===== src/rtl/spi_cfg_sequencer_pkg.sv =====
// Shared definitions for the ADC configuration sequencer.
// Contents:
//   ADDR_W, DATA_W, IDX_W   command field and table index widths
//   RW_READ, RW_WRITE       cmd_rw encodings
//   state_e                 sequencer FSM states
//   rom_entry_t             one init-table entry {addr, data}
package spi_cfg_sequencer_pkg;

    localparam int unsigned ADDR_W = 13;
    localparam int unsigned DATA_W = 8;
    localparam int unsigned IDX_W  = 4;

    localparam logic RW_READ  = 1'b1;
    localparam logic RW_WRITE = 1'b0;

    typedef enum logic [3:0] {
        StIdle,
        StIdReq,
        StIdWait,
        StGap,
        StFetch,
        StWrReq,
        StWrWait,
        StXferReq,
        StXferWait,
        StDone,
        StErr
    } state_e;

    typedef struct packed {
        logic [ADDR_W-1:0] addr;
        logic [DATA_W-1:0] data;
    } rom_entry_t;

endpackage


===== src/rtl/spi_cfg_sequencer_if.sv =====
// Command/response channel between the sequencer and the SPI controller.
// Signals:
//   cmd_valid/cmd_ready     request handshake (sequencer -> controller)
//   cmd_rw, cmd_addr,       command payload, stable while cmd_valid is high
//   cmd_wdata
//   rsp_valid, rsp_rdata    one-cycle completion pulse and read data
// Modports: master = sequencer side, slave = controller side.
interface spi_cfg_sequencer_if;
    import spi_cfg_sequencer_pkg::*;

    logic              cmd_valid;
    logic              cmd_ready;
    logic              cmd_rw;
    logic [ADDR_W-1:0] cmd_addr;
    logic [DATA_W-1:0] cmd_wdata;
    logic              rsp_valid;
    logic [DATA_W-1:0] rsp_rdata;

    modport master (
        output cmd_valid, cmd_rw, cmd_addr, cmd_wdata,
        input  cmd_ready, rsp_valid, rsp_rdata
    );

    modport slave (
        input  cmd_valid, cmd_rw, cmd_addr, cmd_wdata,
        output cmd_ready, rsp_valid, rsp_rdata
    );

endinterface


===== src/rtl/spi_cfg_rom.sv =====
// Fixed ADC init table with a registered read port.
// Ports:
//   i_clk, i_rst_n   clock, asynchronous active-low reset
//   i_idx            table index
//   o_entry          registered {addr, data} of entry i_idx; zeros when out of range
module spi_cfg_rom
    import spi_cfg_sequencer_pkg::*;
(
    input  logic             i_clk,
    input  logic             i_rst_n,
    input  logic [IDX_W-1:0] i_idx,
    output rom_entry_t       o_entry
);

    rom_entry_t w_entry;
    rom_entry_t r_entry;

    always_comb begin
        w_entry = '0;
        case (i_idx)
            4'd0: begin w_entry.addr = 13'h000; w_entry.data = 8'h18; end
            4'd1: begin w_entry.addr = 13'h014; w_entry.data = 8'h01; end
            4'd2: begin w_entry.addr = 13'h00D; w_entry.data = 8'h00; end
            4'd3: begin w_entry.addr = 13'h016; w_entry.data = 8'h00; end
            default: w_entry = '0;
        endcase
    end

    always_ff @(posedge i_clk or negedge i_rst_n) begin
        if (!i_rst_n) begin
            r_entry <= '0;
        end else begin
            r_entry <= w_entry;
        end
    end

    assign o_entry = r_entry;

endmodule


===== src/rtl/spi_cfg_sequencer.sv =====
// ADC configuration sequencer: on start, reads and checks the chip ID (with retries),
// writes the init table, then issues the transfer/update write. One command is
// outstanding at a time; each response is followed by an idle gap.
// Ports:
//   i_sys_clk, i_reset_n   clock, asynchronous active-low reset
//   i_start                one-cycle run request (ignored while busy)
//   o_busy, o_done,        status levels
//   o_error
//   o_id_seen              last chip ID value read
//   cmd_if                 command/response channel (master side)
module spi_cfg_sequencer
    import spi_cfg_sequencer_pkg::*;
#(
    parameter int unsigned       NUM_ENTRIES = 4,
    parameter int unsigned       GAP_CYCLES  = 16,
    parameter logic [ADDR_W-1:0] ID_ADDR     = 13'h001,
    parameter logic [DATA_W-1:0] ID_EXPECTED = 8'h93,
    parameter int unsigned       MAX_RETRY   = 3,
    parameter logic [ADDR_W-1:0] XFER_ADDR   = 13'h0FF,
    parameter logic [DATA_W-1:0] XFER_DATA   = 8'h01
) (
    input  logic              i_sys_clk,
    input  logic              i_reset_n,
    input  logic              i_start,
    output logic              o_busy,
    output logic              o_done,
    output logic              o_error,
    output logic [DATA_W-1:0] o_id_seen,
    spi_cfg_sequencer_if.master cmd_if
);

    localparam int unsigned RETRY_W = (MAX_RETRY > 0) ? $clog2(MAX_RETRY + 1) : 1;
    localparam int unsigned GAP_W   = (GAP_CYCLES > 0) ? $clog2(GAP_CYCLES + 1) : 1;

    state_e             r_state, w_state;
    state_e             r_next, w_next;
    logic [RETRY_W-1:0] r_retry, w_retry;
    logic [IDX_W-1:0]   r_idx, w_idx;
    logic [GAP_W-1:0]   r_gap, w_gap;
    logic [DATA_W-1:0]  r_id_seen, w_id_seen;
    logic               r_rw, w_rw;
    logic [ADDR_W-1:0]  r_addr, w_addr;
    logic [DATA_W-1:0]  r_wdata, w_wdata;
    rom_entry_t         w_rom;

    spi_cfg_rom u_rom (
        .i_clk   (i_sys_clk),
        .i_rst_n (i_reset_n),
        .i_idx   (r_idx),
        .o_entry (w_rom)
    );

    always_ff @(posedge i_sys_clk or negedge i_reset_n) begin
        if (!i_reset_n) begin
            r_state   <= StIdle;
            r_next    <= StIdle;
            r_retry   <= '0;
            r_idx     <= '0;
            r_gap     <= '0;
            r_id_seen <= '0;
            r_rw      <= 1'b0;
            r_addr    <= '0;
            r_wdata   <= '0;
        end else begin
            r_state   <= w_state;
            r_next    <= w_next;
            r_retry   <= w_retry;
            r_idx     <= w_idx;
            r_gap     <= w_gap;
            r_id_seen <= w_id_seen;
            r_rw      <= w_rw;
            r_addr    <= w_addr;
            r_wdata   <= w_wdata;
        end
    end

    always_comb begin
        w_state   = r_state;
        w_next    = r_next;
        w_retry   = r_retry;
        w_idx     = r_idx;
        w_gap     = r_gap;
        w_id_seen = r_id_seen;
        w_rw      = r_rw;
        w_addr    = r_addr;
        w_wdata   = r_wdata;

        case (r_state)
            StIdle, StDone, StErr: begin
                if (i_start) begin
                    w_state = StIdReq;
                    w_retry = '0;
                    w_idx   = '0;
                end
            end
            StIdReq: if (cmd_if.cmd_ready) w_state = StIdWait;
            StIdWait: begin
                if (cmd_if.rsp_valid) begin
                    w_id_seen = cmd_if.rsp_rdata;
                    if (cmd_if.rsp_rdata == ID_EXPECTED) begin
                        w_state = StGap;
                        w_next  = StFetch;
                    end else if (32'(r_retry) < MAX_RETRY) begin
                        w_retry = r_retry + RETRY_W'(1);
                        w_state = StGap;
                        w_next  = StIdReq;
                    end else begin
                        w_state = StErr;
                    end
                end
            end
            StGap: begin
                // Gap lasts max(GAP_CYCLES, 1) cycles.
                if (32'(r_gap) + 32'd1 >= GAP_CYCLES) begin
                    w_state = r_next;
                end else begin
                    w_gap = r_gap + GAP_W'(1);
                end
            end
            StFetch: w_state = StWrReq;
            StWrReq: if (cmd_if.cmd_ready) w_state = StWrWait;
            StWrWait: begin
                if (cmd_if.rsp_valid) begin
                    w_idx   = r_idx + 4'd1;
                    w_state = StGap;
                    w_next  = (32'(r_idx) == NUM_ENTRIES - 1) ? StXferReq : StFetch;
                end
            end
            StXferReq: if (cmd_if.cmd_ready) w_state = StXferWait;
            StXferWait: if (cmd_if.rsp_valid) w_state = StDone;
            default: w_state = StIdle;
        endcase

        // Payload is loaded on entry to a state and held there, so it stays stable
        // for as long as the request waits for cmd_ready.
        if (w_state != r_state) begin
            case (w_state)
                StIdReq: begin
                    w_rw    = RW_READ;
                    w_addr  = ID_ADDR;
                    w_wdata = '0;
                end
                StWrReq: begin
                    w_rw    = RW_WRITE;
                    w_addr  = w_rom.addr;
                    w_wdata = w_rom.data;
                end
                StXferReq: begin
                    w_rw    = RW_WRITE;
                    w_addr  = XFER_ADDR;
                    w_wdata = XFER_DATA;
                end
                StGap:   w_gap = '0;
                default: ;
            endcase
        end
    end

    assign cmd_if.cmd_valid = (r_state == StIdReq) || (r_state == StWrReq) ||
                              (r_state == StXferReq);
    assign cmd_if.cmd_rw    = r_rw;
    assign cmd_if.cmd_addr  = r_addr;
    assign cmd_if.cmd_wdata = r_wdata;

    assign o_busy    = !((r_state == StIdle) || (r_state == StDone) || (r_state == StErr));
    assign o_done    = (r_state == StDone);
    assign o_error   = (r_state == StErr);
    assign o_id_seen = r_id_seen;

endmodule


===== src/flat_wrapper.sv =====
// flat-port wrapper written by rule: the top's interface ports become plain ports
module spi_cfg_sequencer_flat import spi_cfg_sequencer_pkg::*;
#(
    parameter int unsigned       NUM_ENTRIES = 4,
    parameter int unsigned       GAP_CYCLES  = 16,
    parameter logic [ADDR_W-1:0] ID_ADDR     = 13'h001,
    parameter logic [DATA_W-1:0] ID_EXPECTED = 8'h93,
    parameter int unsigned       MAX_RETRY   = 3,
    parameter logic [ADDR_W-1:0] XFER_ADDR   = 13'h0FF,
    parameter logic [DATA_W-1:0] XFER_DATA   = 8'h01
)
  (i_sys_clk, i_reset_n, i_start, o_busy, o_done, o_error, o_id_seen, cmd_if_cmd_valid, cmd_if_cmd_rw, cmd_if_cmd_addr, cmd_if_cmd_wdata, cmd_if_cmd_ready, cmd_if_rsp_valid, cmd_if_rsp_rdata);
  spi_cfg_sequencer_if cmd_if_i ();
  input  logic i_sys_clk;
  input  logic i_reset_n;
  input  logic i_start;
  output logic o_busy;
  output logic o_done;
  output logic o_error;
  output logic [DATA_W-1:0] o_id_seen;
  output wire logic [$bits(cmd_if_i.cmd_valid)-1:0] cmd_if_cmd_valid;
  output wire logic [$bits(cmd_if_i.cmd_rw)-1:0] cmd_if_cmd_rw;
  output wire logic [$bits(cmd_if_i.cmd_addr)-1:0] cmd_if_cmd_addr;
  output wire logic [$bits(cmd_if_i.cmd_wdata)-1:0] cmd_if_cmd_wdata;
  input wire logic [$bits(cmd_if_i.cmd_ready)-1:0] cmd_if_cmd_ready;
  input wire logic [$bits(cmd_if_i.rsp_valid)-1:0] cmd_if_rsp_valid;
  input wire logic [$bits(cmd_if_i.rsp_rdata)-1:0] cmd_if_rsp_rdata;
  assign cmd_if_cmd_valid = cmd_if_i.cmd_valid;
  assign cmd_if_cmd_rw = cmd_if_i.cmd_rw;
  assign cmd_if_cmd_addr = cmd_if_i.cmd_addr;
  assign cmd_if_cmd_wdata = cmd_if_i.cmd_wdata;
  assign cmd_if_i.cmd_ready = cmd_if_cmd_ready;
  assign cmd_if_i.rsp_valid = cmd_if_rsp_valid;
  assign cmd_if_i.rsp_rdata = cmd_if_rsp_rdata;
  spi_cfg_sequencer #(.NUM_ENTRIES(NUM_ENTRIES), .GAP_CYCLES(GAP_CYCLES), .ID_ADDR(ID_ADDR), .ID_EXPECTED(ID_EXPECTED), .MAX_RETRY(MAX_RETRY), .XFER_ADDR(XFER_ADDR), .XFER_DATA(XFER_DATA)) u_core (.i_sys_clk(i_sys_clk), .i_reset_n(i_reset_n), .i_start(i_start), .o_busy(o_busy), .o_done(o_done), .o_error(o_error), .o_id_seen(o_id_seen), .cmd_if(cmd_if_i));
endmodule

===== config.mk =====
export PLATFORM = sky130hd
export DESIGN_NAME = spi_cfg_sequencer_flat
export DESIGN_NICKNAME = d
export VERILOG_FILES = /design/src/rtl/spi_cfg_sequencer_pkg.sv /design/src/rtl/spi_cfg_sequencer_if.sv /design/src/rtl/spi_cfg_rom.sv /design/src/rtl/spi_cfg_sequencer.sv /design/src/flat_wrapper.sv
export SDC_FILE = /design/constraint.sdc
export NUM_CORES = 1
export LEC_CHECK = 0
export CORE_MARGIN = 2
export CORE_UTILIZATION = 30
export CTS_BUF_LIST = sky130_fd_sc_hd__clkbuf_4
export DETAILED_ROUTE_END_ITERATION = 10
export HOLD_SLACK_MARGIN = 0.1
export MAX_ROUTING_LAYER = met4
export PLACE_DENSITY = 0.54
export SLEW_MARGIN = 0
export SYNTH_ARGS = -nofsm -noshare
export SYNTH_HDL_FRONTEND = slang
export SYNTH_SLANG_ARGS = --single-unit

===== constraint.sdc =====
create_clock -name i_sys_clk -period 5.15 [get_ports i_sys_clk]
set_input_delay 0.515 -clock i_sys_clk [delete_from_list [all_inputs] [get_ports i_sys_clk]]
set_output_delay 0.515 -clock i_sys_clk [all_outputs]
set_load 0.05 [all_outputs]

# Yosys cells after proc, flatten, opt, wreduce, memory -nomap -nowiden

Index checks and enable logic that the tools add are counted.
Widths: inputs -> output; s select.

Shifts and indexed selects: 0
Equal/unequal tests: 25
Magnitude comparators: 2
Multipliers: 0
Bitwise logic cells: 0
$add $sub $neg: 4
Multiplexer cells: 33
Reductions and logical operators: 20
Div/mod/pow operators: 0

Operators with widths:

| kind                | count |
|---|---|
| $mux 4              | 16 |
| $pmux 13 s4         | 1 |
| $pmux 13 s3         | 1 |
| $pmux 4 s9          | 1 |
| $ge 32x5->1 const B | 1 |
| $eq 4x3->1 const B  | 6 |
| $pmux 8 s3          | 1 |
| $eq 4x2->1 const B  | 5 |
| $mux 5              | 4 |
| $pmux 4 s2          | 2 |
| $eq 4x1->1 const B  | 3 |
| $eq 4x4->1 const B  | 3 |
| $mux 2              | 5 |
| $eq 8x8->1 const B  | 1 |
| $logic_not 4->1     | 2 |
| $ne 2x2->1 const B  | 4 |
| $reduce_bool 2->1   | 4 |
| $add 5x1->6 const B | 1 |
| $reduce_and 2->1    | 3 |
| $add 5x1->5 const B | 1 |
| $reduce_and 5->1    | 1 |
| $add 4x1->4 const B | 1 |
| $logic_or 1x1->1    | 4 |
| $ne 4x4->1          | 1 |
| other kinds (12)    | 12 |

ROM bits: 0
Word-level logic and storage cells: 95
RAM bits: 0
Register bits after elaboration: 70
Memories kept: 0
Latch bits: 0
Output and inout bits: 34

# Depth between registers and ports, before layout

Gate-level depths: netlist of the first run.

Depth after elaboration: 9
Gate-level depth with buffers: 10
Depth with buffers taken out: 8

# Modules after synthesis

From an unflattened synthesis of the first run, not the netlist that was laid out.

Cells, all modules: 274
Area, all modules: 2778.9 um2

By module, submodules not included:

| module            | area an instance (um2) | instances | sequential area each (um2) | cells an instance |
|---|---|---|---|---|
| spi_cfg_sequencer | 2463.6                 | 1         | 1201.2                     | 244 |
| spi_cfg_rom       | 315.3                  | 1         | 150.1                      | 30 |

# Worst setup path after synthesis of the first run

Ideal clock, no wire load.

Path type: input-to-reg
Start: input cmd_if_rsp_rdata[6]
End: register u_core.r_next[0]
Data arrival time: 2.184 ns
Path slack: 2.841 ns
Required time: 5.025 ns
Cell stages on the path: 8
Library setup time: 0.125 ns
Path through: and4bb_1 -> nand4_2 -> a31oi_4 -> o31ai_4 -> or2_4 -> and4b_1 -> buf_6 -> mux2_4

Cells in the longest elaborated chain, start to end: 4
Elaborated cells on any way between the ends: 6
Those cells by class: eq/ne (2); mux (3); reduce/logical (1)

Ends and longest elaborated chain:

| element                | RTL line                 | RTL |
|---|---|---|
| start: declaration     | flat_wrapper.sv:27       | `input wire logic [$bits(cmd_if_i.rsp_rdata)-1:0] cmd_if_rsp_rdata;` |
| $eq 8x8->1 (*)         | spi_cfg_sequencer.sv:100 | `if (cmd_if.rsp_rdata == ID_EXPECTED) begin` |
| $mux 4                 | spi_cfg_sequencer.sv:100 |  |
| $mux 4                 | spi_cfg_sequencer.sv:98  | `if (cmd_if.rsp_valid) begin` |
| $pmux 4 s2             | spi_cfg_sequencer.sv:88  | `case (r_state)` |
| end signal: assignment | spi_cfg_sequencer.sv:56  | `r_next <= StIdle;` |
| end signal: assignment | spi_cfg_sequencer.sv:66  | `r_next <= w_next;` |
| end: declaration       | spi_cfg_sequencer.sv:36  | `state_e r_next, w_next;` |

Mark *: on every way between the ends. The rest lies on a longest branch, timed or not. The select of a mux whose other input is x is not followed.
A chain may end at the register's enable or synchronous reset.

# Worst setup path after layout of the first run

Start: register u_core.r_state[3]
End: output o_busy

Cells in the longest elaborated chain, start to end: 4
Elaborated cells on any way between the ends: 6
Those cells by class: eq/ne (2); reduce/logical (4)

Ends and longest elaborated chain:

| element                                       | RTL line                 | RTL |
|---|---|---|
| start: declaration                            | spi_cfg_sequencer.sv:35  | `state_e r_state, w_state;` |
| start signal: assignment                      | spi_cfg_sequencer.sv:55  | `r_state <= StIdle;` |
| start signal: assignment                      | spi_cfg_sequencer.sv:65  | `r_state <= w_state;` |
| $eq 4x4->1 or $logic_not 4->1 (tied branches) | spi_cfg_sequencer.sv:165 | `assign o_busy = !((r_state == StIdle) \|\| (r_state == StDone) \|\| (r_state == StErr));` |
| $logic_or 1x1->1                              | spi_cfg_sequencer.sv:165 |  |
| $logic_or 1x1->1 (*)                          | spi_cfg_sequencer.sv:165 |  |
| $logic_not 1->1 (*)                           | spi_cfg_sequencer.sv:165 |  |
| end: declaration                              | flat_wrapper.sv:17       | `output logic o_busy;` |

Mark *: on every way between the ends. The rest lies on a longest branch, timed or not.

==> qor.txt, run 1 <==
ys flop type: dfrtp_1
CP peak stage delay: 0.79 ns
GRT Overall Usage: 0.119
max-slew violations: 0
die outline width: 92.0 microns
die area: 8460 sq um
placed insts: 343
IO Pins: 47
vias in the first global route: 1562
Post-synth EDFFs: 0
crit path DAT: 2.52 ns
Clock Power Share: 0.122
PD cells: 465 nW/um^2
Cell Chain, Critical Path: xor2_1 -> o21ai_0 -> and2b_2 -> inv_1 -> clkdlybuf4s50_1
worst rel slew slack: 0.399
IO Port Bufs: 36
setup TNS: 0 ns
Avg Cell Area, Syn: 10.7 sq um
Leak: 1.15 nW
FF-to-FF End: u_core.r_next[1]$_DFFE_PN0P_
endpoints failing setup: 0
drt first pass iters: 4
Post-CTS Setup Inserts: 0
clock buffer count from CTS: 5
Post-synth ARST share: 1.00
compound-gate portion of the synthesized area: 0.163
sequential share of the synthesized area: 0.442
Final Hold Fails: 0
area growth from synthesis to layout: 17.0%
CTS max path bufs: 2
vias: 1675
share of post-route cells with drive strength above 1: 0.149
simple-gate share of the synthesized area: 0.188
Yosys reg bits: 41
worst vdd ir: 209 uV
proportion of netlist area held by the largest area contributor: 0.442
DRT iter0 DRCs: 112
worst r2r src: u_core.r_state[3]$_DFF_PN0_
critical path startpoint category: register
largest net degree at the start of global routing: 42
Sw Share: 0.460
Seq pwr share: 0.367
initial antenna violation count: 0
gpl congestion: 0.814
Data required, critical path: 4.64 ns
DP HPWL: 3.39 mm
DP Worst Slack: 2.13 ns
Syn. warnings: 0
count leader, synth: dfrtp_1
Final ANT Viol Nets: 0
Pwr Total: 1.26 mW
CP Class: reg2out
DRC Markers: 0
status: completed
CTS Sinks: 41
core box area: 7610 sq um
Synth Instances: 217
post-layout minimum cycle time: 3.03 ns
mapped cell area: 2320 sq um
P_sw: 0.581 mW
reg-to-reg setup timing slack: 2.25 ns
Post-Synth XOR/XNOR Area: 0.0264
Initial Utilization: 0.305
post-synth top area cell: dfrtp_1
crit path buf inv count: 2
R2R depth: 6
synth cell count leaders: 41 x dfrtp_1, 17 x nor2_1, 14 x buf_4
final WL: 4.63 mm
die height: 92.0 microns
site row count: 32
main combinational cell family by area after synthesis: simple AND/OR/NAND/NOR gates
post_cts resized: 0
antenna cells: 0
fin cells: 350
final clock skew: 0.00600 ns
H-tree Lvls: 2
area of the multi-input gates: 1130 sq um
hold_buf cts: 0
post-synthesis mux area share: 0.0615
internal power component: 0.682 mW
synth top area cells: dfrtp_1 44%, mux2_2 4.9%, buf_4 4.5%
Critical Path Sink Type: primary output
first-pass GRT wire length: 7.78 mm
combinational fraction of design power: 0.511
Min-Delay Path Class: in2async
clock latency on the worst-skew pair: 0.35 ns
grt ovf: 0
Max Cap Viol: 0
Max Fclk: 0.330 GHz
post-synth cell types: 62
nets: 267
Setup WS post-layout: 2.12 ns
vias per inst: 4.79
RSZ-0062 raised after global routing: false
Routed WL per cell: 13.2 microns
final worst-path cycle share: 0.589
delay-heaviest family, CP: buffers and inverters
Fillers: 789
Register Area: 1030 sq um
Clk pin slew, worst setup/hold paths: 0.12 ns
CTS tree: yes
Adder-Cell Fraction of Synth Area: 0.0323
CP Max Fanout: 16
Worst Tran Pin Value: 0.901 ns
CP max-delay cell: clkdlybuf4s50_1
Root Driver: clkbuf_4
[worst reg2reg max path, cell delays in order (launching register included)]
cell and delay [ns]:
dfrtp_1 0.73, or4b_1 0.51, o21ai_2 0.11, a31oi_4 0.08, o2111ai_2 0.54, and4b_1 0.51
mux2_4 0.33
[layout make-up]
cell class / count / area share
Clock inverter: 2 / 0.00415
Tap cell: 102 / 0.0470
Clock buffer: 5 / 0.0138
Multi-Input combinational cell: 157 / 0.417
Sequential cell: 41 / 0.378
Inverter: 7 / 0.00968
Timing Repair Buffer: 36 / 0.131
[layer usage]
metal / routed length [microns] / vias to the layer above / track usage
li1: - / 812 / -
met1: 2300 / 809 / 0.168
met2: 2090 / 48 / 0.170
met3: 183 / 6 / 0.0247
met4: 55 / 0 / 0.0373
met5: 0 / - / -
[registers in the layout, indices dropped and copies added, names as in the netlist, 2 cells and up]
name                     count
u_core.r_gap                 5
u_core.u_rom.o_entry         6
u_core.r_idx                 4
u_core.o_id_seen             8
u_core.cmd_if.cmd_addr       6
u_core.r_retry               2
u_core.cmd_if.cmd_wdata      2
u_core.r_state               4
u_core.r_next                3
[power groups by stage]
stage / registers [mW] / logic [mW] / clock network [mW]
after floorplan: 0.547 / 0.434 / 0
after global placement: 0.468 / 0.644 / 0
after detailed placement: 0.468 / 0.647 / 0
after CTS: 0.463 / 0.647 / 0.164
after global routing: 0.475 / 0.697 / 0.178
final: 0.463 / 0.645 / 0.154
[layout by cell type (no fill, tap or decap), types with 6 or more instances in the layout]
| master | count |
|---|---|
| clkdlybuf4s50_1 | 35 |
| and2_1 | 7 |
| a31oi_1 | 11 |
| nand2_1 | 10 |
| conb_1 | 10 |
| mux2_2 | 10 |
| inv_1 | 6 |
| nor2_1 | 17 |
| dfrtp_1 | 41 |
| ha_1 | 6 |
| a21oi_1 | 10 |
| o21ai_0 | 10 |
[worst max path at each step]
stage / startpoint / endpoint / slack [ns] / cells after the start
after floorplan: cmd_if_rsp_rdata[6] / u_core.r_next[0]$_DFFE_PN0P_ / 2.84 / 8
after global placement: cmd_if_rsp_rdata[6] / u_core.r_next[1]$_DFFE_PN0P_ / 2.18 / 8
after detailed placement: cmd_if_rsp_rdata[6] / u_core.r_next[0]$_DFFE_PN0P_ / 2.13 / 8
after CTS: u_core.r_state[3]$_DFF_PN0_ / o_done / 2.12 / 4
after global routing: u_core.r_state[3]$_DFF_PN0_ / o_busy / 1.94 / 5
final: u_core.r_state[3]$_DFF_PN0_ / o_busy / 2.12 / 5
[kinds of logic after synthesis]
family | count (synthesis)
muxes | 12
buffers and inverters | 28
adders and majority gates | 6
AOI/OAI and AO/OA | 53
DFF | 41
other | 1
and+or+nand+nor | 69
xor gates and xnor gates | 7
[stage by stage]
| stage | utilization | hold WS (ns) | instance area [sq um] |
|---|---|---|---|
| 2_1_floorplan | - | 0.219 | 2350 |
| 3_3_place_gp | 0.350 | 0.494 | 2670 |
| 3_5_place_dp | 0.350 | 0.494 | 2670 |
| 4_1_cts | 0.357 | 0.312 | 2720 |
| 5_1_grt | 0.357 | 0.346 | 2720 |
| 6_report | 0.357 | 0.279 | 2720 |
No activity file was read; power rests on OpenSTA's default activity.
==> run 2: changes to the inputs <==
==> constraint.sdc (replaced) <==
create_clock -name i_sys_clk -period 3.1 [get_ports i_sys_clk]
set_input_delay 0.31 -clock i_sys_clk [delete_from_list [all_inputs] [get_ports i_sys_clk]]
set_output_delay 0.31 -clock i_sys_clk [all_outputs]
set_load 0.05 [all_outputs]
==> qor.txt, run 2 (same netlist as run 1, synthesis figures left out) <==
endpoints failing setup: 0
vias: 1680
area of the multi-input gates: 1130 sq um
CP Max Fanout: 16
final WL: 4.71 mm
die height: 92.0 microns
Leak: 1.17 nW
worst vdd ir: 439 uV
Initial Utilization: 0.305
Worst Tran Pin Value: 0.894 ns
IO Port Bufs: 36
PD cells: 777 nW/um^2
area growth from synthesis to layout: 18.2%
GRT Overall Usage: 0.123
Pwr Total: 2.13 mW
max FFs per register: 8
clock latency on the worst-skew pair: 0.36 ns
CP Class: reg2out
status: completed
first-pass GRT wire length: 7.96 mm
H-tree Lvls: 2
post_cts resized: 0
Final ANT Viol Nets: 0
initial antenna violation count: 0
clock buffer count from CTS: 5
gpl congestion: 0.827
max-slew violations: 0
commonest non-fill, non-tap cell in the layout: dfrtp_1
critical path startpoint category: register
site row count: 32
share of post-route cells with drive strength above 1: 0.159
Post-CTS Setup Inserts: 0
core box area: 7610 sq um
worst hold slack: 0.0573 ns
final worst-path cycle share: 0.908
Fillers: 795
Data required, critical path: 2.79 ns
drt first pass iters: 4
vias per inst: 4.75
DRC Markers: 0
Final Hold Fails: 0
CTS max path bufs: 2
Max Fclk: 0.355 GHz
CTS Sinks: 41
commonest non-fill, non-tap cells in the layout: 41 x dfrtp_1, 35 x clkdlybuf4s50_1, 17 x nor2_1, 11 x a31oi_1
final clock skew: 0.0152 ns
Min-Delay Path Class: in2async
Root Driver: clkbuf_4
die outline width: 92.0 microns
die area: 8460 sq um
R2R depth: 8
FF-to-FF End: u_core.r_next[1]$_DFFE_PN0P_
Clk pin slew, worst setup/hold paths: 0.13 ns
DRT iter0 DRCs: 116
RSZ-0062 raised after global routing: false
critical path startpoint: u_core.r_state[3]$_DFF_PN0_
IO Pins: 47
setup TNS: 0 ns
Max Cap Viol: 0
worst rel slew slack: 0.404
Routed WL per cell: 13.3 microns
grt ovf: 0
hold_buf cts: 0
worst r2r src: u_core.r_gap[0]$_DFF_PN0_
post-layout minimum cycle time: 2.81 ns
crit path DAT: 2.50 ns
Register Area: 1030 sq um
nets: 270
CTS tree: yes
reg-to-reg setup timing slack: 0.46 ns
vias in the first global route: 1611
Critical Path Sink Type: primary output
DP HPWL: 3.44 mm
largest net degree at the start of global routing: 42
antenna cells: 0
run 2: changes by cell type in the layout (fill, tap and decap cells not counted), sizes merged:
| cell | previous run | this run |
|---|---|---|
| buf | 1 | 4 |
| clkinv | 1 | 2 |
| clkinvlp | 1 | 0 |
| inv | 7 | 8 |
run 2: critical path: stages, from the launching register on:
cell and delay, ns:
dfrtp_1 0.73, nand2b_1 0.23, nor2_1 0.23, and2_1 0.16, clkdlybuf4s50_1 0.80
run 2: layout make-up:
| class | instances | share of cell area |
|---|---|---|
| multi-input combinational | 157 | 0.412 |
| clock buffer | 5 | 0.0137 |
| inverter | 7 | 0.00958 |
| timing repair buffer | 39 | 0.138 |
| clock inverter | 3 | 0.00593 |
| tap | 102 | 0.0465 |
| sequential | 41 | 0.374 |
run 2: worst max path at each step:
stage / to / slack (ns) / cells past startpoint
floorplan: u_core.r_next[0]$_DFFE_PN0P_ / 0.81 / 9
global placement: u_core.r_next[0]$_DFFE_PN0P_ / 0.38 / 8
detailed placement: u_core.r_next[0]$_DFFE_PN0P_ / 0.33 / 8
CTS: o_done / 0.26 / 4
global route: o_done / 0.11 / 4
finish: o_done / 0.29 / 4
run 2: stage by stage:
stage               cells  utilization  setup slack [ns]  area, sq um
floorplan             226            -             0.811         2350
global placement      346        0.353             0.382         2690
detailed placement    346        0.353             0.334         2690
CTS                   354        0.361             0.260         2740
global route          354        0.361             0.113         2740
finish                354        0.361             0.286         2740
run 2: where the power goes:
group	internal, mW	switching [mW]
logic	0.423	0.674
clock network	0.0864	0.182
registers	0.641	0.123
run 2: routing by layer:
layer,track usage,part of all wire
met5,-,0
met4,0.0572,0.020
met3,0.0205,0.029
met2,0.184,0.47
met1,0.163,0.48
==> run 3: changes to the inputs <==
--- a/config.mk
+++ b/config.mk
@@ -5,14 +5,13 @@
 export SDC_FILE = /design/constraint.sdc
 export NUM_CORES = 1
 export LEC_CHECK = 0
-export CORE_MARGIN = 2
+export CORE_MARGIN = 5
 export CORE_UTILIZATION = 30
 export CTS_BUF_LIST = sky130_fd_sc_hd__clkbuf_4
 export DETAILED_ROUTE_END_ITERATION = 10
 export HOLD_SLACK_MARGIN = 0.1
 export MAX_ROUTING_LAYER = met4
 export PLACE_DENSITY = 0.54
-export SLEW_MARGIN = 0
 export SYNTH_ARGS = -nofsm -noshare
 export SYNTH_HDL_FRONTEND = slang
 export SYNTH_SLANG_ARGS = --single-unit
==> qor.txt, run 3 (same netlist as run 1, synthesis figures left out) <==
status: completed
setup TNS: 0 ns
die outline width: 98.0 microns
design area: 2740 sq um
area growth from synthesis to layout: 18.2%
clock latency on the worst-skew pair: 0.35 ns
Initial Utilization: 0.304
IO Pins: 47
final WL: 4.77 mm
Clk pin slew, worst setup/hold paths: 0.13 ns
Root Driver: clkbuf_4
max FFs per register: 8
Final Hold Fails: 0
CTS Sinks: 41
core box area: 7650 sq um
critical path startpoint: u_core.r_state[3]$_DFF_PN0_
IO Port Bufs: 36
gpl congestion: 0.808
R2R depth: 7
Max Cap Viol: 0
endpoints failing setup: 0
Leak: 1.17 nW
area of placed instances: 2690 sq um
post-layout minimum cycle time: 2.82 ns
PD cells: 775 nW/um^2
final core occ: 0.359
worst vdd ir: 482 uV
RSZ-0062 raised after global routing: false
Routed WL per cell: 13.5 microns
CTS tree: yes
Worst Tran Pin Value: 0.896 ns
die area: 9600 sq um
first-pass GRT wire length: 8.06 mm
Final ANT Viol Nets: 0
site row count: 32
final worst-path cycle share: 0.910
die height: 98.0 microns
vias: 1650
vias in the first global route: 1669
Post-CTS Setup Inserts: 0
crit path DAT: 2.51 ns
H-tree Lvls: 2
placed insts: 346
DP HPWL: 3.55 mm
DRC Markers: 0
DRT iter0 DRCs: 64
antenna cells: 0
commonest non-fill, non-tap cell in the layout: dfrtp_1
Data required, critical path: 2.79 ns
final clock skew: 0.0111 ns
worst r2r src: u_core.r_state[3]$_DFF_PN0_
nets: 270
CTS max path bufs: 2
reg-to-reg setup timing slack: 0.46 ns
fin cells: 354
max-slew violations: 0
share of post-route cells with drive strength above 1: 0.159
GRT Overall Usage: 0.105
Critical Path Sink Type: primary output
post_cts resized: 0
FF-to-FF End: u_core.r_next[0]$_DFFE_PN0P_
CP Class: reg2out
drt first pass iters: 4
CP Max Fanout: 16
critical path startpoint category: register
worst rel slew slack: 0.403
Min-Delay Path Class: in2async
grt ovf: 0
Max Fclk: 0.354 GHz
initial antenna violation count: 0
worst hold slack: 0.0672 ns
largest net degree at the start of global routing: 42
hold_buf cts: 0
commonest non-fill, non-tap cells in the layout: 41 x dfrtp_1, 35 x clkdlybuf4s50_1, 17 x nor2_1, 11 x a31oi_1
vias per inst: 4.66
clock buffer count from CTS: 5
==> run 3: cell counts in the layout (fill, tap and decap cells not counted) <==
No cell type changed its count.
==> run 3: metal layers <==
layer / global-route usage / routed length (microns)
met1: 0.140 / 2360
met2: 0.163 / 2210
met5: - / 0
met4: 0.0256 / 55
met3: 0.0229 / 144
==> run 3: worst max path at each step <==
stage	endpoint	slack, ns	cells after the start
floorplan	u_core.r_next[0]$_DFFE_PN0P_	0.81	9
global placement	u_core.r_next[1]$_DFFE_PN0P_	0.39	8
detailed placement	u_core.r_next[1]$_DFFE_PN0P_	0.33	8
CTS	o_done	0.27	4
global route	o_done	0.16	4
finish	o_done	0.28	4
==> run 3: critical path, stage by stage, from the launching register on <==
cell and delay [ns]:
dfrtp_1 0.73, nand2b_1 0.22, nor2_1 0.24, and2_1 0.16, clkdlybuf4s50_1 0.80
==> run 3: stage by stage <==
step                power [mW]  setup WS [ns]
detailed placement        1.87          0.332
finish                    2.12          0.279
floorplan                 1.63          0.811
global placement          1.87          0.386
CTS                       2.15          0.267
global route              2.27          0.156
==> run 3: report_power, final <==
group / switching (mW) / total, mW / internal (mW) / leakage (nW)
clock: 0.181 / 0.267 / 0.0865 / 0.0307
sequential: 0.123 / 0.764 / 0.641 / 0.524
combinational: 0.671 / 1.09 / 0.422 / 0.614
total: 0.974 / 2.12 / 1.15 / 1.17
==> run 3: area by class of cell <==
type | instances | area (sq um)
well taps | 102 | 128
fillers | 800 | 4900
flip-flops and latches | 41 | 1030
multi-input cells | 157 | 1130
clock inverters | 3 | 16.3
inverters | 7 | 26.3
repair buffers | 39 | 378
clock buffers | 5 | 37.5
